`src/rtl/sub_32_serial_pkg.sv`:
```
// Shared definitions for the serial subtractor: default widths, FSM encoding
// and the slice-count helper.
package sub_32_serial_pkg;

  localparam int DEF_WIDTH = 32;
  localparam int DEF_SLICE = 4;

  typedef enum logic [1:0] {
    IDLE = 2'd0,
    RUN  = 2'd1,
    DONE = 2'd2
  } state_e;

  function automatic int nslice(input int width, input int slice);
    return width / slice;
  endfunction

endpackage

```
`src/rtl/sub_4_lookahead.sv`:
```
// Combinational 4-bit subtract slice: s = x + ~y + c_in with full carry lookahead.
module sub_4_lookahead (
  input  logic [3:0] x,
  input  logic [3:0] y,
  input  logic       c_in,
  output logic [3:0] s,
  output logic       c_out
);

  logic [3:0] y_n;
  logic [3:0] g;
  logic [3:0] p;
  logic [4:0] c;

  assign y_n = ~y;
  assign g   = x & y_n;
  assign p   = x ^ y_n;

  // Every carry is a flat sum of products of g/p and c_in; none ripples.
  assign c[0] = c_in;
  assign c[1] = g[0] | (p[0] & c_in);
  assign c[2] = g[1] | (p[1] & g[0]) | (p[1] & p[0] & c_in);
  assign c[3] = g[2] | (p[2] & g[1]) | (p[2] & p[1] & g[0])
              | (p[2] & p[1] & p[0] & c_in);
  assign c[4] = g[3] | (p[3] & g[2]) | (p[3] & p[2] & g[1])
              | (p[3] & p[2] & p[1] & g[0]) | (p[3] & p[2] & p[1] & p[0] & c_in);

  assign s     = p ^ c[3:0];
  assign c_out = c[4];

endmodule

```
`src/rtl/sub_32_serial.sv`:
```
// Multi-cycle subtractor D = A - B - borrow_in, one SLICE-bit slice per cycle,
// least significant slice first, with valid/ready handshakes on both sides.
module sub_32_serial
  import sub_32_serial_pkg::*;
#(
  parameter int WIDTH = DEF_WIDTH,
  parameter int SLICE = DEF_SLICE
) (
  input  logic             clk,
  input  logic             rst,
  input  logic             in_valid,
  output logic             in_ready,
  input  logic [WIDTH-1:0] a,
  input  logic [WIDTH-1:0] b,
  input  logic             borrow_in,
  output logic             out_valid,
  input  logic             out_ready,
  output logic [WIDTH-1:0] d,
  output logic             borrow_out,
  output logic             zero,
  output logic             ovf
);

  localparam int NSLICE = nslice(WIDTH, SLICE);
  localparam int CNT_W  = (NSLICE > 1) ? $clog2(NSLICE) : 1;

  state_e             state_q, state_d;
  logic [WIDTH-1:0]   a_q, a_d;
  logic [WIDTH-1:0]   b_q, b_d;
  logic [WIDTH-1:0]   d_q, d_d;
  logic [CNT_W-1:0]   cnt_q, cnt_d;
  logic               carry_q, carry_d;
  logic               borrow_q, borrow_d;
  logic               zero_q, zero_d;
  logic               ovf_q, ovf_d;

  logic [SLICE-1:0]   x_s, y_s, s_s;
  logic               c_out;
  logic [WIDTH-1:0]   d_run;
  logic               last;

  // The single slice unit is time-shared; count steers operands in and the sum out.
  always_comb begin
    x_s   = '0;
    y_s   = '0;
    d_run = d_q;
    for (int k = 0; k < NSLICE; k++) begin
      if (cnt_q == CNT_W'(k)) begin
        x_s                     = a_q[k*SLICE +: SLICE];
        y_s                     = b_q[k*SLICE +: SLICE];
        d_run[k*SLICE +: SLICE] = s_s;
      end
    end
  end

  sub_4_lookahead u_slice (
    .x     (x_s),
    .y     (y_s),
    .c_in  (carry_q),
    .s     (s_s),
    .c_out (c_out)
  );

  assign last = (cnt_q == CNT_W'(NSLICE - 1));

  // NOTE: every variable gets its hold value first, so no branch can infer a latch.
  always_comb begin
    state_d   = state_q;
    a_d       = a_q;
    b_d       = b_q;
    d_d       = d_q;
    cnt_d     = cnt_q;
    carry_d   = carry_q;
    borrow_d  = borrow_q;
    zero_d    = zero_q;
    ovf_d     = ovf_q;
    in_ready  = 1'b0;
    out_valid = 1'b0;
    unique case (state_q)
      IDLE: begin
        in_ready = 1'b1;
        if (in_valid) begin
          a_d     = a;
          b_d     = b;
          carry_d = ~borrow_in;
          cnt_d   = '0;
          d_d     = '0;
          state_d = RUN;
        end
      end
      RUN: begin
        d_d     = d_run;
        carry_d = c_out;
        cnt_d   = cnt_q + CNT_W'(1);
        if (last) begin
          borrow_d = ~c_out;
          zero_d   = (d_run == '0);
          ovf_d    = (a_q[WIDTH-1] != b_q[WIDTH-1]) && (d_run[WIDTH-1] != a_q[WIDTH-1]);
          state_d  = DONE;
        end
      end
      DONE: begin
        out_valid = 1'b1;
        if (out_ready) state_d = IDLE;
      end
      default: state_d = IDLE;
    endcase
  end

  // NOTE: sequential state uses non-blocking assignments so all registers update together.
  always_ff @(posedge clk) begin
    if (rst) begin
      state_q  <= IDLE;
      a_q      <= '0;
      b_q      <= '0;
      d_q      <= '0;
      cnt_q    <= '0;
      carry_q  <= 1'b0;
      borrow_q <= 1'b0;
      zero_q   <= 1'b0;
      ovf_q    <= 1'b0;
    end else begin
      state_q  <= state_d;
      a_q      <= a_d;
      b_q      <= b_d;
      d_q      <= d_d;
      cnt_q    <= cnt_d;
      carry_q  <= carry_d;
      borrow_q <= borrow_d;
      zero_q   <= zero_d;
      ovf_q    <= ovf_d;
    end
  end

  assign d          = d_q;
  assign borrow_out = borrow_q;
  assign zero       = zero_q;
  assign ovf        = ovf_q;

endmodule
```
`config.mk`:
```
export PLATFORM = sky130hd
export DESIGN_NAME = sub_32_serial
export DESIGN_NICKNAME = d
export VERILOG_FILES = /design/src/rtl/sub_32_serial_pkg.sv /design/src/rtl/sub_4_lookahead.sv /design/src/rtl/sub_32_serial.sv
export SDC_FILE = /design/constraint.sdc
export NUM_CORES = 1
export LEC_CHECK = 0
export ABC_CLOCK_PERIOD_IN_PS = 4350
export CAP_MARGIN = 20
export CORE_MARGIN = 8
export CORE_UTILIZATION = 25
export DETAILED_ROUTE_END_ITERATION = 6
export DONT_BUFFER_PORTS = 1
export HOLD_SLACK_MARGIN = 0.05
export SLEW_MARGIN = 40
export SYNTH_ARGS = -nofsm -noshare
export SYNTH_HDL_FRONTEND = slang
export SYNTH_SLANG_ARGS = --single-unit
export TNS_END_PERCENT = 10
```
`constraint.sdc`:
```
create_clock -name clk -period 4.35 [get_ports clk]
set_input_delay 0.87 -clock clk [delete_from_list [all_inputs] [get_ports clk]]
set_output_delay 0.87 -clock clk [all_outputs]
set_load 0.02 [all_outputs]
```
======== Word level (Yosys, flattened, before mapping) ========
Index checks and enable logic that the tools add are counted.
storage, ports and cells
  logic and storage cells ................. 101
  input bits .............................. 69
  flip-flop bits (word level) ............. 105
  output and inout port bits .............. 37
cells by class
  add/subtract/negate cells ............... 1
  equal/unequal tests ..................... 14
  reductions and logical operators ........ 9
  muxes and demuxes ....................... 36
  bitwise gates (word level) .............. 32
operators by type and width
  operator                                        number
  2-to-1 mux 4 bit                                24
  case mux 32 bit (2 select lines)                1
  logical NOT 32 bit                              1
  2-to-1 mux 32 bit                               1
  AND 1 bit                                       16
  == test 3 bit (second input constant)           4
  bitwise OR 1 bit                                10
  bitwise XOR 4 bit                               2
  == test 3 x 2 -> 1 bit (second input constant)  2
  2-to-1 mux 2 bit                                3
  inequality test 2 bit (second input constant)   3
  case mux 2 bit (3 select lines)                 1
  case mux 3 bit (2 select lines)                 1
  AND reduction 2 bit                             3
  AND 4 bit                                       1
  inverter 4 bit                                  1
  adder 3 x 1 -> 3 bit (second input constant)    1
  == test 3 x 1 -> 1 bit (second input constant)  1
  logical NOT 3 bit                               1
  2-to-1 mux 1 bit                                3
  2-to-1 mux 3 bit                                1
  AND reduction 3 bit                             1
  == test 2 x 1 -> 1 bit (second input constant)  1
  == test 2 bit (second input constant)           1
  other kinds (6)                                 8

======== Depth between registers and ports, before layout ========
Gate-level depths: netlist of run 1.
  depth after elaboration ................. 19
  mapped depth ............................ 16
  gate-level depth less buffers ........... 13

======== By module ========
From an unflattened synthesis of run 1, not the netlist that was laid out.
unflattened totals
  cell total of the unflattened synthesis .. 624
  area, all modules ....................... 4764.6 sq um
by module, submodules not included
  module           times used  area an instance (sq um)  cells each  seq. area each (sq um)
  sub_32_serial    1           4605.7                    604         2102.0
  sub_4_lookahead  1           158.9                     20          0.0

======== Least setup slack after synthesis of run 1 ========
OpenSTA, ideal clock, no wires.
  kind .................................... register to register
  start point ............................. register cnt_q[0]
  end point ............................... register zero_q (netlist: zero)
  clock period less this slack ............ 3.418 ns
  stages on the path, launching flop included .. 15
  buffers on the path ..................... 2
  slack ................................... 0.932 ns
  data arrival time ....................... 3.334 ns
  data required time ...................... 4.266 ns
  cells stage by stage .................... dfxtp_1 inv_1 ha_1 buf_2 buf_1 a21oi_1 o21ai_0 a221oi_1 o21ai_1 a22oi_1 fa_1 nor4b_1 nor3_1 or4_1 o31ai_2
on the way
  cells in the longest elaborated chain, start to end .. 18
  elaborated cells on any way between the ends .. 53
RTL lines
  element                                                line                                          text
  start: declaration                                     sub_32_serial.sv:31                           logic [CNT_W-1:0] cnt_q, cnt_d;
  start signal: assignment                               sub_32_serial.sv:127                          cnt_q <= cnt_d;
  logical NOT 3 bit                                      sub_32_serial.sv:48                           if (cnt_q == CNT_W'(k)) begin
  2-to-1 mux 4 bit (8 in a row)                          sub_32_serial.sv:48
  inverter 4 bit                                         sub_4_lookahead.sv:15                         assign y_n = ~y;
  bitwise XOR 4 bit / AND 4 bit (equally long branches)  sub_4_lookahead.sv:17, sub_4_lookahead.sv:16
  AND 1 bit (on tied branches)                           sub_4_lookahead.sv:23, sub_4_lookahead.sv:24
  bitwise OR 1 bit, or another cell as far along         sub_4_lookahead.sv:23                         assign c[3] = g[2] | (p[2] & g[1]) | (p[2] & p[1] & g[0])
  bitwise OR 1 bit / AND 1 bit (equally long branches)   sub_4_lookahead.sv:23, sub_4_lookahead.sv:24
  bitwise OR 1 bit                                       sub_4_lookahead.sv:24                         | (p[2] & p[1] & p[0] & c_in);
  bitwise XOR 4 bit                                      sub_4_lookahead.sv:28                         assign s = p ^ c[3:0];
  2-to-1 mux 4 bit                                       sub_32_serial.sv:48
  logical NOT 32 bit                                     sub_32_serial.sv:97                           zero_d = (d_run == '0);
  end signal: assignment                                 sub_32_serial.sv:130                          zero_q <= zero_d;
  end: declaration                                       sub_32_serial.sv:34                           logic zero_q, zero_d;
Parallel ways exist; a longest one is shown, timed or not.
A chain may end at the register's enable or synchronous reset.

======== Worst setup path in the final report of run 1 ========
Same ends and word-level chain as after synthesis.

==> results of run 1 <==
through the flow:
step	cell area, sq um	instances	utilization
5_1_grt	5300	844	0.282
3_5_place_dp	4970	828	0.265
3_3_place_gp	4960	828	0.264
4_1_cts	5300	844	0.282
2_1_floorplan	4790	632	-
6_report	5300	844	0.282
worst register-to-register path, delay by kind of cell, from the launching register on:
family	cells	cell delay (ns)
simple gates	4	1.34
fa+ha+maj	2	1.08
flops	1	0.39
buf+inv	1	0.08
compound gates	4	0.94
per-layer routing:
metal | share of wire | track usage
met5 | 0 | 0
met4 | 0.0096 | 0.0327
met3 | 0.11 | 0.0607
met2 | 0.45 | 0.197
met1 | 0.43 | 0.161
path summary, 6_finish.rpt:
kind,start,end,slack [ns],cells after the start
worst max-delay path,cnt_q[0],zero,0.44,11
worst min-delay path,a_q[18],a_q[18],0.45,2
worst max register to register,cnt_q[0],zero,0.44,11
worst min register to register,a_q[18],a_q[18],0.45,2
power by group through the flow:
| stage | Sequential (W) | Combinational (W) | Clock [W] |
|---|---|---|---|
| floorplan | 0.00106 | 0.000244 | 0 |
| global placement | 0.00107 | 0.000310 | 0 |
| detailed placement | 0.00107 | 0.000315 | 0 |
| CTS | 0.00105 | 0.000316 | 0.000921 |
| global route | 0.00105 | 0.000352 | 0.000953 |
| finish | 0.00105 | 0.000316 | 0.000895 |
cell type report:
class,instances,share of cell area
tap,234,0.0552
clock buffer,9,0.0425
timing repair buffer,10,0.0142
multi-input combinational,466,0.463
inverter,13,0.00920
clock inverter,7,0.0191
sequential,105,0.397
cells in the final DEF (no fill, tap or decap), drive strengths merged, types with 2 or more instances in the layout:
cell type,instances
a211oi,2
a21oi,103
a221oi,8
a22o,4
a22oi,19
a31oi,2
a32oi,17
and2,6
buf,10
bufinv,2
clkbuf,9
clkinvlp,2
dfxtp,105
ha,11
inv,15
nand2,145
nand2b,4
nand3,2
nor2,68
nor2b,5
nor3,4
nor4,4
nor4b,4
o21ai,35
or2,2
or4,2
cells by family (layout without fill, tap and decap cells):
group / count (synthesis) / count (layout) / share of synthesized area
and+or+nand+nor: 253 / 253 / 0.224
AOI/OAI and AO/OA: 199 / 199 / 0.249
DFF: 105 / 105 / 0.439
buffers and inverters: 61 / 39 / 0.0507
adders and majority gates: 12 / 12 / 0.0329
xor gates and xnor gates: 2 / 2 / 0.00366
flip-flops by register name (all words and copies together), names as in the netlist:
| name | cells |
|---|---|
| borrow_out | 1 |
| b_q | 32 |
| ovf | 1 |
| a_q | 32 |
| state_q | 2 |
| cnt_q | 3 |
| d | 32 |
| carry_q | 1 |
| zero | 1 |
what timing repair did:
item / CTS / global route
gates resized for setup: 0 / 1
endpoints found under the setup margin: 0 / 1
hold buffers: 0 / 0
==> flow_summary_export.csv, run 1 <==
group,metric,value,unit
worst_setup_path,crit_path_max_fanout,14,
power_and_ir_drop,internal_power,0.00162,W
floorplanning,rows,50,
route,drc,0,
timing,hold_slack,0.451,ns
global_routing,grt.total_usage,0.129,
status,status,"finished, final reports clean",
global_routing,antenna_found_initial,0,
yosys,netlist.area_leader.share,0.439,
yosys,synthTopCellsByCount,"144 x nand2_1, 105 x dfxtp_1, 103 x a21oi_1",
placed_design,dp_slack,0.337,ns
yosys,synth.largest_area_cell,"dfxtp_1",
worst_setup_path,cp_slowest_stage_delay,0.71,ns
cells_and_area,fillers,2075,
worst_hold_path,min_path_type,"reg -> reg",
timing,hold_viol,0,
timing,finalSetupViolations,0,
placed_design,hpwl,11500,microns
timing,finalClockSkew,0.00766,ns
clocking,cts_sinks,105,
power_and_ir_drop,p_sw,0.000636,W
worst_setup_path,worst-path-buf-inv,1,
clocking,cts_inserted_buffers,9,
worst_setup_path,required,4.64,ns
power_and_ir_drop,ir_drop,195,uV
floorplanning,core,18800,sq um
yosys,avgSynthCellArea,7.58,sq um
floorplanning,chipWidth,154,microns
timing,fin_ws,0.438,ns
floorplanning,die_y,154,microns
global_routing,grt_pass1_vias,4105,
route,wl_per_cell,18.3,microns
yosys,synth-async-reset-ratio,0,
cells_and_area,antenna_cells_inserted,0,
clocking,h-tree-depth,3,
yosys,synth_warnings,0,
timing,rsz0062_at_grt,"no",
yosys,synth_area,4790,sq um
clocking,root_buffer,"clkbuf_16",
worst_setup_path,endpoint_kind,"register",
worst_setup_path,crit_path_start_kind,"register",
cells_and_area,layout-drive-gt1-share,0.0525,
worst_setup_path,timing_worst_setup_path_type,"reg -> reg",
worst_setup_path,crit_family,"simple AND/OR/NAND/NOR gates",
route,first_iter_violations,398,
timing,tns,0,ns
cells_and_area,layout.nets,686,
yosys,synth.distinct_cells,49,
yosys,synth_area_leaders,"dfxtp_1 44%, nand2_1 11%, a21oi_1 11%",
yosys,ys.flop_type,"dfxtp_1",
clocking,clk_latency,0.36,ns
route,wirelength,15500,microns
timing,fin_crit,3.91,ns
power_and_ir_drop,p_per_area,426,nW/um^2
route,first_pass_iters,5,
clocking,clock_path_buffers,2,
clocking,post_cts_buffers,0,
global_routing,overflow,0,
floorplanning,boundaryPins,106,
power_and_ir_drop,p_leak,1.86,nW
cells_and_area,multi_input_area,2460,sq um
cells_and_area,areaGrowthSynthToFinish,10.7,%
floorplanning,start_util,0.255,
yosys,synthesis.nets,713,
yosys,yosysMostFrequentCell,"nand2_1",
worst_setup_path,cp_slowest_cell,"fa_1",
timing,worst_slew_pin_slew,0.633,ns
route,via_count,4263,
yosys,synth_edf_count,0,
timing,fmax,256,MHz
timing,maxSlewViolCount,0,
power_and_ir_drop,clock_power_share,0.396,
worst_setup_path,cp_cell_sequence,"inv_1, ha_1, and2_1, a221oi_1, o21ai_1, a22oi_1, fa_1, nor4b_1, nor3_1, or4_1, o31ai_2",
yosys,netlist_instances,632,
clocking,clk_pin_slew_worst_paths,0.07,ns
flow_run,max-cap-violations,0,
power_and_ir_drop,swShare,0.281,
route,ant_nets,0,
clocking,tritoncts,"yes",
timing,relSlewSlack,0.578,
floorplanning,die_area,23800,sq um
timing,post-route-period-util,0.899,
cells_and_area,seqCellArea,2100,sq um
power_and_ir_drop,p_comb_frac,0.140,
yosys,ys_seq_elements,105,
power_and_ir_drop,seq_power_share,0.464,
global_routing,grt_max_degree,107,
placed_design,numPortBuffers,0,
global_routing,grt_pass1_wl,23900,microns
worst_setup_path,cp.arrival,4.20,ns
route,viasPerCell,5.05,
placed_design,globalplace.congestion,0.834,
power_and_ir_drop,p_total,0.00226,W
yosys,synth_seq_area_share,0.439,
No activity file was read; power rests on OpenSTA's default activity.
==> inputs of run 2 (changes only) <==
ABC_CLOCK_PERIOD_IN_PS = 4700   (was 4350)
CORE_ASPECT_RATIO = 0.7   (was default)
clock period = 4.7 ns   (was 4.35 ns; I/O delays follow)
==> flow_summary_export.csv, run 2 (synthesis results as in run 1) <==
group,metric,value,unit
clocking,root_buffer,"clkbuf_16",
worst_setup_path,cp_cell_sequence,"inv_1, ha_1, or2_1, a21oi_1, a221oi_1, o21ai_1, a22oi_1, fa_1, nor4b_1, nor3_1, or4_1, o31ai_2",
flow_run,max-cap-violations,0,
status,status,"finished, final reports clean",
worst_setup_path,crit_path_max_fanout,17,
placed_design,dp_slack,0.612,ns
clocking,clock_path_buffers,2,
global_routing,antenna_found_initial,0,
floorplanning,boundaryPins,106,
clocking,tritoncts,"yes",
timing,fin_ws,0.507,ns
timing,fmax,238,MHz
worst_setup_path,cp_slowest_stage_delay,0.76,ns
worst_setup_path,timing_worst_setup_path_type,"reg -> reg",
clocking,cts_sinks,105,
cells_and_area,seqCellArea,2100,sq um
floorplanning,core,18800,sq um
clocking,clk_latency,0.35,ns
timing,rsz0062_at_grt,"no",
timing,maxSlewViolCount,0,
floorplanning,die_y,132,microns
route,wl_met1,7750,microns
cells_and_area,finalNonFillerCells,851,
floorplanning,chipWidth,181,microns
worst_setup_path,endpoint_kind,"register",
cells_and_area,fillers,2063,
cells_and_area,layout.nets,686,
worst_setup_path,ff2ff_path_depth,12,
timing,fin_crit,4.19,ns
timing,post-route-period-util,0.892,
global_routing,grt_pass1_wl,24300,microns
clocking,post_cts_buffers,0,
worst_setup_path,worst-path-buf-inv,1,
worst_hold_path,hold-path-cell-count,2,
cells_and_area,areaGrowthSynthToFinish,10.5,%
route,first_pass_iters,5,
power_and_ir_drop,p_per_area,392,nW/um^2
clocking,cts_resized,0,
route,ant_nets,0,
global_routing,grt.total_usage,0.131,
clocking,clk_pin_slew_worst_paths,0.07,ns
timing,finalClockSkew,0.00602,ns
cells_and_area,final_common_cell,"nand2_1",
timing,relSlewSlack,0.571,
clocking,h-tree-depth,3,
route,viasPerCell,5.06,
route,highest_layer,"met4",
placed_design,globalplace.congestion,0.843,
worst_setup_path,cp_slowest_cell,"fa_1",
placed_design,hpwl,12000,microns
cells_and_area,layout-drive-gt1-share,0.0476,
route,first_iter_violations,416,
cells_and_area,final_cell_mix,"144 x nand2_1, 105 x dfxtp_1, 103 x a21oi_1",
worst_setup_path,required,4.96,ns
clocking,cts_inserted_buffers,9,
timing,worst_slew_pin_slew,0.644,ns
route,wirelength,15900,microns
floorplanning,start_util,0.255,
route,drc,0,
floorplanning,die_area,23900,sq um
global_routing,overflow,0,
timing,hold_viol,0,
cells_and_area,antenna_cells_inserted,0,
worst_setup_path,crit_family,"simple AND/OR/NAND/NOR gates",
power_and_ir_drop,p_leak,1.86,nW
placed_design,numPortBuffers,0,
timing,finalSetupViolations,0,
route,via_count,4310,
route,wl_per_cell,18.7,microns
worst_setup_path,cp.depth,12,
worst_setup_path,cp.arrival,4.46,ns
worst_setup_path,crit_path_start_kind,"register",
route,routed-wl-met2,6450,microns
route,wl_met3,1540,microns
worst_hold_path,min_path_type,"reg -> reg",
global_routing,grt_pass1_vias,4073,
power_and_ir_drop,ir_drop,131,uV
timing,tns,0,ns
clocking,cts_hold_buffers,0,
placed_design,place_inst,836,
global_routing,grt_max_degree,107,
cells_and_area,multi_input_area,2450,sq um
floorplanning,rows,42,
[run 2: worst reg2reg max path: cells and delay by family (launching register included)]
| kind | cells | cell delay [ns] |
|---|---|---|
| AND/OR/NAND/NOR | 4 | 1.34 |
| adder cells (fa/ha/maj) | 2 | 1.01 |
| AO/OA/AOI/OAI | 5 | 0.88 |
| flip-flops | 1 | 0.66 |
| buffers and inverters | 1 | 0.20 |
[run 2: area by class of cell]
class                   count  area share
clock inverters             3      0.0123
repair buffers             10      0.0142
clock buffers              12      0.0466
flip-flops and latches    105       0.397
inverters                  13     0.00923
well taps                 242      0.0573
multi-input cells         466       0.463
[run 2: routing by layer]
layer	global-route usage	vias up
met5	0	-
met4	0.0304	0
met3	0.0457	16
met2	0.180	145
met1	0.189	2016
li1	-	2133
[run 2: final timing paths]
| check | startpoint | slack (ns) | endpoint |
|---|---|---|---|
| worst max register to register | cnt_q[2] | 0.51 | zero |
| worst min-delay path | a_q[8] | 0.45 | a_q[8] |
| worst min register to register | a_q[8] | 0.45 | a_q[8] |
| worst max-delay path | cnt_q[2] | 0.51 | zero |
[run 2: power breakdown]
| group | switching, W | total (W) | internal, W |
|---|---|---|---|
| Combinational | 0.000197 | 0.000303 | 0.000106 |
| Sequential | 0.0000412 | 0.000973 | 0.000932 |
| Clock | 0.000320 | 0.000798 | 0.000478 |
[run 2: through the flow]
stage	hold WS, ns	total power (W)	util	instance area [sq um]
after floorplan	0.433	0.00120	-	4790
final	0.452	0.00207	0.281	5290
after global routing	0.470	0.00217	0.281	5290
after CTS	0.455	0.00209	0.281	5290
after detailed placement	0.446	0.00129	0.264	4970
after global placement	0.441	0.00129	0.264	4970
==> inputs of run 3 (changes only) <==
ABC_CLOCK_PERIOD_IN_PS = 4300   (was 4700)
CORE_MARGIN = default   (was 8)
clock period = 4.3 ns   (was 4.7 ns; I/O delays follow)
==> flow_summary_export.csv, run 3 (synthesis results as in run 1) <==
group,metric,value,unit
floorplanning,boundaryPins,106,
clocking,cts_inserted_buffers,9,
placed_design,globalplace.congestion,0.876,
timing,relSlewSlack,0.517,
clocking,clock_path_buffers,2,
power_and_ir_drop,swShare,0.296,
placed_design,hpwl,11400,microns
clocking,clk_latency,0.35,ns
worst_setup_path,required,4.57,ns
clocking,root_buffer,"clkbuf_16",
timing,rsz0062_at_grt,"no",
floorplanning,chipWidth,167,microns
cells_and_area,final_cell_mix,"144 x nand2_1, 105 x dfxtp_1, 103 x a21oi_1",
floorplanning,start_util,0.261,
flow_run,max-cap-violations,0,
cells_and_area,areaGrowthSynthToFinish,10.4,%
worst_setup_path,crit_path_max_fanout,20,
floorplanning,die_area,19700,sq um
timing,fmax,262,MHz
clocking,h-tree-depth,3,
worst_setup_path,worst-path-buf-inv,3,
global_routing,grt_max_degree,107,
route,drc,0,
timing,maxSlewViolCount,0,
global_routing,grt_pass1_wl,24600,microns
power_and_ir_drop,p_sw,0.000645,W
floorplanning,die_y,118,microns
clocking,cts_sinks,105,
global_routing,grt.total_usage,0.162,
global_routing,overflow,0,
floorplanning,rows,41,
timing,post-route-period-util,0.888,
timing,hold_slack,0.454,ns
timing,tns,0,ns
route,first_pass_iters,5,
placed_design,numPortBuffers,0,
timing,hold_viol,0,
power_and_ir_drop,seq_power_share,0.487,
route,via_count,4467,
route,ant_nets,0,
route,viasPerCell,5.26,
worst_hold_path,min_path_type,"reg -> reg",
power_and_ir_drop,p_leak,1.87,nW
worst_setup_path,cp_slowest_stage_delay,0.61,ns
floorplanning,core,18400,sq um
clocking,tritoncts,"yes",
worst_setup_path,path_common_cell,"buf_4",
clocking,cts_hold_buffers,0,
route,wl_per_cell,18.3,microns
route,first_iter_violations,431,
cells_and_area,finalNonFillerCells,850,
cells_and_area,layout.nets,690,
timing,finalClockSkew,0.00650,ns
cells_and_area,fillers,2018,
worst_setup_path,cp_slowest_cell,"ha_1",
worst_setup_path,crit_family,"adder cells",
worst_setup_path,cp_cell_sequence,"ha_1, buf_4, nand2_1, buf_4, o21ai_0, o21ai_1, a22o_1, fa_1, buf_4, nor4b_1, o32ai_1, or4_1, o31ai_2",
placed_design,place_inst,834,
clocking,cts_resized,0,
timing,worst_slew_pin_slew,0.724,ns
power_and_ir_drop,clock_power_share,0.358,
clocking,clk_pin_slew_worst_paths,0.07,ns
cells_and_area,layout-drive-gt1-share,0.0554,
worst_setup_path,endpoint_kind,"register",
power_and_ir_drop,internal_power,0.00154,W
power_and_ir_drop,ir_drop,189,uV
worst_setup_path,cp.arrival,4.09,ns
power_and_ir_drop,p_per_area,413,nW/um^2
timing,fin_crit,3.82,ns
worst_setup_path,timing_worst_setup_path_type,"reg -> reg",
worst_setup_path,crit_path_start_kind,"register",
cells_and_area,antenna_cells_inserted,0,
status,status,"finished, final reports clean",
route,wirelength,15600,microns
timing,finalSetupViolations,0,
clocking,post_cts_buffers,0,
power_and_ir_drop,p_comb_frac,0.155,
global_routing,grt_pass1_vias,4121,
cells_and_area,final_common_cell,"nand2_1",
global_routing,antenna_found_initial,0,
run 3: cell types whose count changed in the layout (fill, tap and decap cells not counted), sizes merged:
cell and change:
buf +4, bufinv -2, clkbuf -2, clkinv +2, inv +2, clkinvlp +1
run 3: cell type report:
type	instances	area (sq um)	share of cell area
Timing Repair Buffer	14	105	0.0199
Tap cell	236	295	0.0559
Clock buffer	10	229	0.0433
Clock inverter	6	50.0	0.00947
Inverter	13	48.8	0.00923
Multi-Input combinational cell	466	2450	0.464
Sequential cell	105	2100	0.398
run 3: layer usage:
metal / share of wire / track usage / wire length, microns
met5: 0 / 0 / 0
met4: 0.0072 / 0.0321 / 112
met3: 0.081 / 0.0417 / 1260
met2: 0.40 / 0.221 / 6310
met1: 0.51 / 0.249 / 7900
run 3: metrics by stage:
step	power (W)	instance area, sq um	utilization	setup WS, ns
global route	0.00229	5290	0.288	0.192
global placement	0.00141	5000	0.272	0.600
floorplan	0.00131	4790	-	0.882
finish	0.00218	5290	0.288	0.481
detailed placement	0.00141	5000	0.272	0.534
CTS	0.00219	5280	0.287	0.520
run 3: tightest hold or removal path, cell delays in order (launching register included):
cell and delay, ns:
dfxtp_1 0.31, nand2_1 0.05, a21oi_1 0.05
run 3: worst paths after layout:
check / slack, ns / cells after the start / startpoint / end
setup / recovery: 0.48 / 13 / cnt_q[0] / zero
setup reg to reg: 0.48 / 13 / cnt_q[0] / zero
hold reg to reg: 0.45 / 2 / a_q[12] / a_q[12]
hold / removal: 0.45 / 2 / a_q[12] / a_q[12]
run 3: power groups by stage:
stage	Combinational [W]	Clock, W	Sequential, W
6_report	0.000338	0.000781	0.00106
5_1_grt	0.000379	0.000842	0.00107
4_1_cts	0.000330	0.000796	0.00106
3_5_place_dp	0.000328	0	0.00108
3_3_place_gp	0.000324	0	0.00108
2_1_floorplan	0.000247	0	0.00107
